--- src/rtl/sd_cmd_serializer_pkg.sv ---
// Shared SD command-path definitions.
// Frame geometry, CRC7 polynomial, FSM state type and header packing.
package sd_cmd_serializer_pkg;

    localparam int FRAME_BITS = 48;
    localparam int HDR_BITS   = 40;
    localparam int CRC_BITS   = 7;

    localparam logic [6:0] CRC7_POLY = 7'h09;

    typedef enum logic [2:0] {
        ST_IDLE,
        ST_HDR,
        ST_CRC,
        ST_END,
        ST_GAP
    } sd_state_e;

    // Start bit 0, transmission bit 1, index, argument.
    function automatic logic [HDR_BITS-1:0] build_hdr(
        input logic [5:0]  idx,
        input logic [31:0] arg
    );
        return {2'b01, idx, arg};
    endfunction

endpackage

--- src/rtl/sd_cmd_serializer_crc7.sv ---
// Bit-serial CRC7 (x^7+x^3+1) remainder register.
// Ports: clk, rst_n, clear, enable, data, rem[6:0].
module crc7_serial
    import sd_cmd_serializer_pkg::*;
(
    input  logic       clk,
    input  logic       rst_n,
    input  logic       clear,
    input  logic       enable,
    input  logic       data,
    output logic [6:0] rem
);

    logic       fb;
    logic [6:0] rem_nxt;

    assign fb      = data ^ rem[6];
    assign rem_nxt = {rem[5:0], 1'b0} ^ ({7{fb}} & CRC7_POLY);

    always_ff @(posedge clk or negedge rst_n) begin
        if (!rst_n) begin
            rem <= '0;
        end else if (clear) begin
            rem <= '0;
        end else if (enable) begin
            rem <= rem_nxt;
        end
    end

endmodule

--- src/rtl/sd_cmd_serializer.sv ---
// SD CMD-line serializer: 48-bit frame with CRC7, end bit and Ncc gap.
// Ports: clk, rst_n, bit_en, cmd_valid/ready/index/arg, sd_cmd_out/oe, crc_out, done.
module sd_cmd_serializer
    import sd_cmd_serializer_pkg::*;
#(
    parameter int GAP_BITS = 8
) (
    input  logic        clk,
    input  logic        rst_n,
    input  logic        bit_en,
    input  logic        cmd_valid,
    output logic        cmd_ready,
    input  logic [5:0]  cmd_index,
    input  logic [31:0] cmd_arg,
    output logic        sd_cmd_out,
    output logic        sd_cmd_oe,
    output logic [6:0]  crc_out,
    output logic        done
);

    localparam logic [5:0] HDR_LAST = 6'(HDR_BITS - 1);
    localparam logic [5:0] CRC_LAST = 6'(CRC_BITS - 1);
    localparam logic [7:0] GAP_LAST = 8'((GAP_BITS > 0) ? GAP_BITS - 1 : 0);

    sd_state_e             state;
    sd_state_e             state_nxt;
    logic [5:0]            bit_cnt;
    logic [7:0]            gap_cnt;
    logic [HDR_BITS-1:0]   hdr_sr;
    logic [6:0]            crc_rem;
    logic [6:0]            crc_q;
    logic                  ready_en;
    logic                  accept;
    logic [2:0]            crc_idx;

    assign accept  = cmd_valid && cmd_ready;
    assign crc_idx = 3'd6 - bit_cnt[2:0];
    assign crc_out = crc_q;

    crc7_serial u_crc (
        .clk    (clk),
        .rst_n  (rst_n),
        .clear  (accept),
        .enable (bit_en && (state == ST_HDR)),
        .data   (hdr_sr[HDR_BITS-1]),
        .rem    (crc_rem)
    );

    always_ff @(posedge clk or negedge rst_n) begin
        if (!rst_n) begin
            state <= ST_IDLE;
        end else begin
            state <= state_nxt;
        end
    end

    always_comb begin
        state_nxt = state;
        unique case (state)
            ST_IDLE: if (accept) state_nxt = ST_HDR;
            ST_HDR:  if (bit_en && bit_cnt == HDR_LAST) state_nxt = ST_CRC;
            ST_CRC:  if (bit_en && bit_cnt == CRC_LAST) state_nxt = ST_END;
            ST_END:  if (bit_en) state_nxt = (GAP_BITS == 0) ? ST_IDLE : ST_GAP;
            ST_GAP:  if (bit_en && gap_cnt == GAP_LAST) state_nxt = ST_IDLE;
            default: state_nxt = ST_IDLE;
        endcase
    end

    // ready_en keeps cmd_ready low while reset is held.
    always_ff @(posedge clk or negedge rst_n) begin
        if (!rst_n) begin
            ready_en <= 1'b0;
            hdr_sr   <= '0;
            bit_cnt  <= '0;
            gap_cnt  <= '0;
            crc_q    <= '0;
        end else begin
            ready_en <= 1'b1;
            if (accept) begin
                hdr_sr  <= build_hdr(cmd_index, cmd_arg);
                bit_cnt <= '0;
                gap_cnt <= '0;
            end else if (bit_en) begin
                case (state)
                    ST_HDR: begin
                        hdr_sr  <= {hdr_sr[HDR_BITS-2:0], 1'b0};
                        bit_cnt <= (bit_cnt == HDR_LAST) ? 6'd0 : bit_cnt + 6'd1;
                    end
                    ST_CRC: begin
                        if (bit_cnt == CRC_LAST) begin
                            bit_cnt <= '0;
                            crc_q   <= crc_rem;
                        end else begin
                            bit_cnt <= bit_cnt + 6'd1;
                        end
                    end
                    ST_END: begin
                        bit_cnt <= '0;
                        gap_cnt <= '0;
                    end
                    ST_GAP: begin
                        gap_cnt <= gap_cnt + 8'd1;
                    end
                    default: ;
                endcase
            end
        end
    end

    always_comb begin
        cmd_ready  = 1'b0;
        sd_cmd_oe  = 1'b1;
        sd_cmd_out = 1'b1;
        done       = 1'b0;
        unique case (state)
            ST_IDLE: begin
                sd_cmd_oe = 1'b0;
                cmd_ready = ready_en;
            end
            ST_HDR:  sd_cmd_out = hdr_sr[HDR_BITS-1];
            ST_CRC:  sd_cmd_out = crc_rem[crc_idx];
            ST_END:  done = bit_en;
            ST_GAP:  ;
            default: sd_cmd_oe = 1'b0;
        endcase
    end

endmodule
--- config.mk ---
export PLATFORM = sky130hd
export DESIGN_NAME = sd_cmd_serializer
export DESIGN_NICKNAME = d
export VERILOG_FILES = /design/src/rtl/sd_cmd_serializer_pkg.sv /design/src/rtl/sd_cmd_serializer_crc7.sv /design/src/rtl/sd_cmd_serializer.sv
export SDC_FILE = /design/constraint.sdc
export NUM_CORES = 1
export LEC_CHECK = 0
export CORE_MARGIN = 4
export CORE_UTILIZATION = 54
export DETAILED_ROUTE_END_ITERATION = 7
export PLACE_DENSITY_LB_ADDON = 0.3
export SLEW_MARGIN = 20
export SYNTH_ARGS = -nofsm -noshare
export SYNTH_HDL_FRONTEND = slang
export SYNTH_SLANG_ARGS = --single-unit
--- constraint.sdc ---
create_clock -name clk -period 2.7 [get_ports clk]
set_input_delay 0.54 -clock clk [delete_from_list [all_inputs] [get_ports clk]]
set_output_delay 0.54 -clock clk [all_outputs]
set_load 0.005 [all_outputs]
==> impl_metrics.tcl <==
set metrics [dict create \
    outcome "completed" \
    synthMuxAreaShare_pct 3.48 \
    synthCells 403 \
    antenna_found_initial 0 \
    synth_nets 449 \
    htree_levels 3 \
    start_kind "flip-flop" \
    cts.reportedPaths.clkPinSlew_ps 80 \
    switching_share_pct 34.5 \
    worst_r2r_endpoint "hdr_sr[1]" \
    switching_power_mw 1.33 \
    cp.arrival_ps 2020 \
    crit_chain "ha_4 > mux4_2 > mux2i_1 > a21oi_1 > clkdlybuf4s15_1" \
    num_rows 29 \
    synth-seq-cells 72 \
    cts_tree "yes" \
    yosys-top-cells-area "dfrtp_1, nand2_1, a31oi_1, nor2_1, o21ai_0" \
    seq_power_share_pct 45.2 \
    boundaryPins 53 \
    initial_utilization_pct 55.2 \
    synth_cell_types 42 \
    core_area_mm2 0.00631 \
    portBuffers 52 \
    crit_slowest_cell "mux4_2" \
    required_ps 2160 \
    place_ws_ps 153 \
    slew_headroom_pct 58.3 \
    ys_warn_count 0 \
    p_clk_share_pct 22.2 \
    die_w_um 88.4 \
    power_density_mw_per_mm2 895 \
    grt_max_degree 56 \
    yosysTopAreaCell "dfrtp_1" \
    synth-xor-area-share_pct 1.00 \
    syn_avg_cell_area_um2 8.65 \
    rsz0062_at_grt "false" \
    viasPerCell 5.68 \
    synth-seq-area-share_pct 51.7 \
    p_leak_nw 1.91 \
    r2r-start "state[0]" \
    slowest_delay_ps 490 \
    path_class "flip-flop to output port" \
    wire_per_inst_um 14.5 \
    dp_hpwl_um 4990 \
    p_comb_share_pct 32.6 \
    clk-insertion-delay-late_ps 340 \
    internal-power_mw 2.53 \
    setup_ws_ps 144 \
    die-area_mm2 0.00781 \
    antenna_cells 0 \
    period_share_pct 94.7 \
    worstPathMaxFanout 4 \
    firstDrtPassIters 4 \
    cts_root_buffer "clkbuf_8" \
    dr_total_vias 3005 \
    yosys.area_share.simple_pct 23.6 \
    report.final.hold_viol_count 0 \
    synth_edf_count 0 \
    area_growth_pct 23.5 \
    synth_top_family_by_area "simple AND/OR/NAND/NOR gates" \
    critPathBufInv 1 \
    reg2regPathDepth 5 \
    period_needed_ps 2560 \
    fmax_mhz 391 \
    r2r_slack_ps 720 \
    final_max_slew_viol_count 0 \
    grt_pass1_wl_um 12800 \
    track_usage_pct 21.0 \
    vdd_ir_drop_max_mv 0.435 \
    grt_pass1_vias 2861 \
    crit_family "multiplexers" \
    synth-main-ff-cell "dfrtp_1" \
    drcViolationCount 0 \
    setup_violations 0 \
    yosys.area_share.adder_pct 1.44 \
    numCtsBuffers 9 \
    fin_nets 493 \
    cts_sinks 72 \
    synth_top_area_share_pct 51.7 \
    syn_area_mm2 0.00349 \
    async_flop_share_pct 100 \
    skew_ps 8.92 \
    drive_above_1_share_pct 8.63 \
    wirelength_um 7660 \
    synth_compound_area_share_pct 15.1 \
    cap_violations 0 \
    cts_buffer_depth 2 \
    ant_nets 0 \
    worstMarginPinSlew_ps 625 \
    drt_iter0_drc 228 \
    finalSetupTns_ps 0 \
    hp-class "primary input to async pin" \
    die_h_um 88.4 \
    overflow 0 \
    cts_hold_buf 0 \
    gp_congestion 0.820 \
    endpoint_kind "output port" \
]
-- final cells by class --
cell class / instances / area (um2)
Multi-Input combinational cell: 300 / 1580
Tap cell: 77 / 96.3
Clock inverter: 3 / 40.0
Sequential cell: 72 / 1800
Inverter: 4 / 15.0
Timing Repair Buffer: 60 / 613
Fill cell: 520 / 2010
Clock buffer: 13 / 159
-- worst max path at each step --
stage / start / endpoint / slack (ps) / cells past startpoint
6_report: bit_cnt[1] / sd_cmd_out / 140 / 5
4_1_cts: bit_cnt[0] / sd_cmd_out / 60 / 6
3_3_place_gp: bit_cnt[1] / sd_cmd_out / 210 / 5
3_5_place_dp: bit_cnt[1] / sd_cmd_out / 150 / 5
5_1_grt: bit_cnt[0] / sd_cmd_out / 50 / 6
2_1_floorplan: bit_cnt[0] / sd_cmd_out / 600 / 5
-- registers in the layout, indices dropped and copies added, names as in the netlist --
name,cells
hdr_sr,40
gap_cnt,8
crc_out,7
u_crc.rem,7
bit_cnt,6
state,3
ready_en,1
-- logic make-up (layout without fill, tap and decap cells) --
family,count (synthesis),count (layout)
DFF,72,72
xor gates and xnor gates,4,4
muxes,10,10
and+or+nand+nor,192,192
AOI/OAI and AO/OA,89,89
adders and majority gates,4,4
other,1,1
buffers and inverters,31,80
-- layout by cell type (no fill, tap or decap), drive strengths merged, types with 2 or more instances in the layout --
master         Yosys  routed
ha                 4       4
nand2b             2       2
nor3               6       6
clkinv             0       2
xor2               2       2
xnor2              2       2
mux2               7       7
a21o               2       2
and2               2       2
nor2              48      48
a21oi             14      14
dfrtp             72      72
a31oi             38      38
buf                8       9
nand2            105     105
clkdlybuf4s50      0      50
nand3              9       9
and3               5       5
nor4b              2       2
or2                2       2
o31ai              3       3
inv                4       4
mux2i              2       2
nor3b              3       3
o22ai              2       2
clkbuf            19      13
o21ai             25      25
-- power groups by stage --
stage / combinational [mW] / clock [mW] / sequential, mW
6_report: 1.26 / 0.856 / 1.74
5_1_grt: 1.43 / 0.917 / 1.79
4_1_cts: 1.26 / 0.883 / 1.73
3_5_place_dp: 1.22 / 0 / 1.75
3_3_place_gp: 1.16 / 0 / 1.74
2_1_floorplan: 0.912 / 0 / 1.67
-- through the flow --
step	cells	area, um2	power [mW]	hold slack, ps	utilization (%)
2_1_floorplan	403	3490	2.58	244	-
3_3_place_gp	512	4090	2.90	478	64.7
3_5_place_dp	512	4090	2.97	494	64.7
4_1_cts	529	4310	3.88	155	68.2
5_1_grt	529	4310	4.15	189	68.2
6_report	529	4310	3.85	154	68.2
-- cells in the mapped netlist, types with 2 or more instances --
master	n
nand2_1	105
dfrtp_1	72
nor2_1	48
a31oi_1	38
o21ai_0	20
clkbuf_1	19
a21oi_1	14
nand3_1	9
buf_2	8
mux2_2	7
nor3_1	6
and3_1	5
o21ai_1	5
ha_1	4
inv_1	4
o31ai_1	3
a21o_1	2
and2_1	2
mux2i_1	2
nand2b_1	2
nor3b_1	2
nor4b_1	2
o22ai_1	2
or2_2	2
xnor2_1	2
xor2_1	2
-- routing by layer --
metal / share of wire, % / global-route usage [%] / vias to the layer above
met5: 0 / 0 / -
met4: 1.5 / 7.69 / 0
met3: 5.2 / 4.93 / 12
met2: 49 / 33.7 / 79
met1: 44 / 27.8 / 1446
li1: - / - / 1468
-- what timing repair did --
item                                    in CTS  in global routing
gates cloned                                 0                  0
gates resized for setup                      3                  2
pin swaps                                    0                  1
buffers inserted                             1                  0
endpoints found under the setup margin       1                  1
No activity file was read; power rests on OpenSTA's default activity.
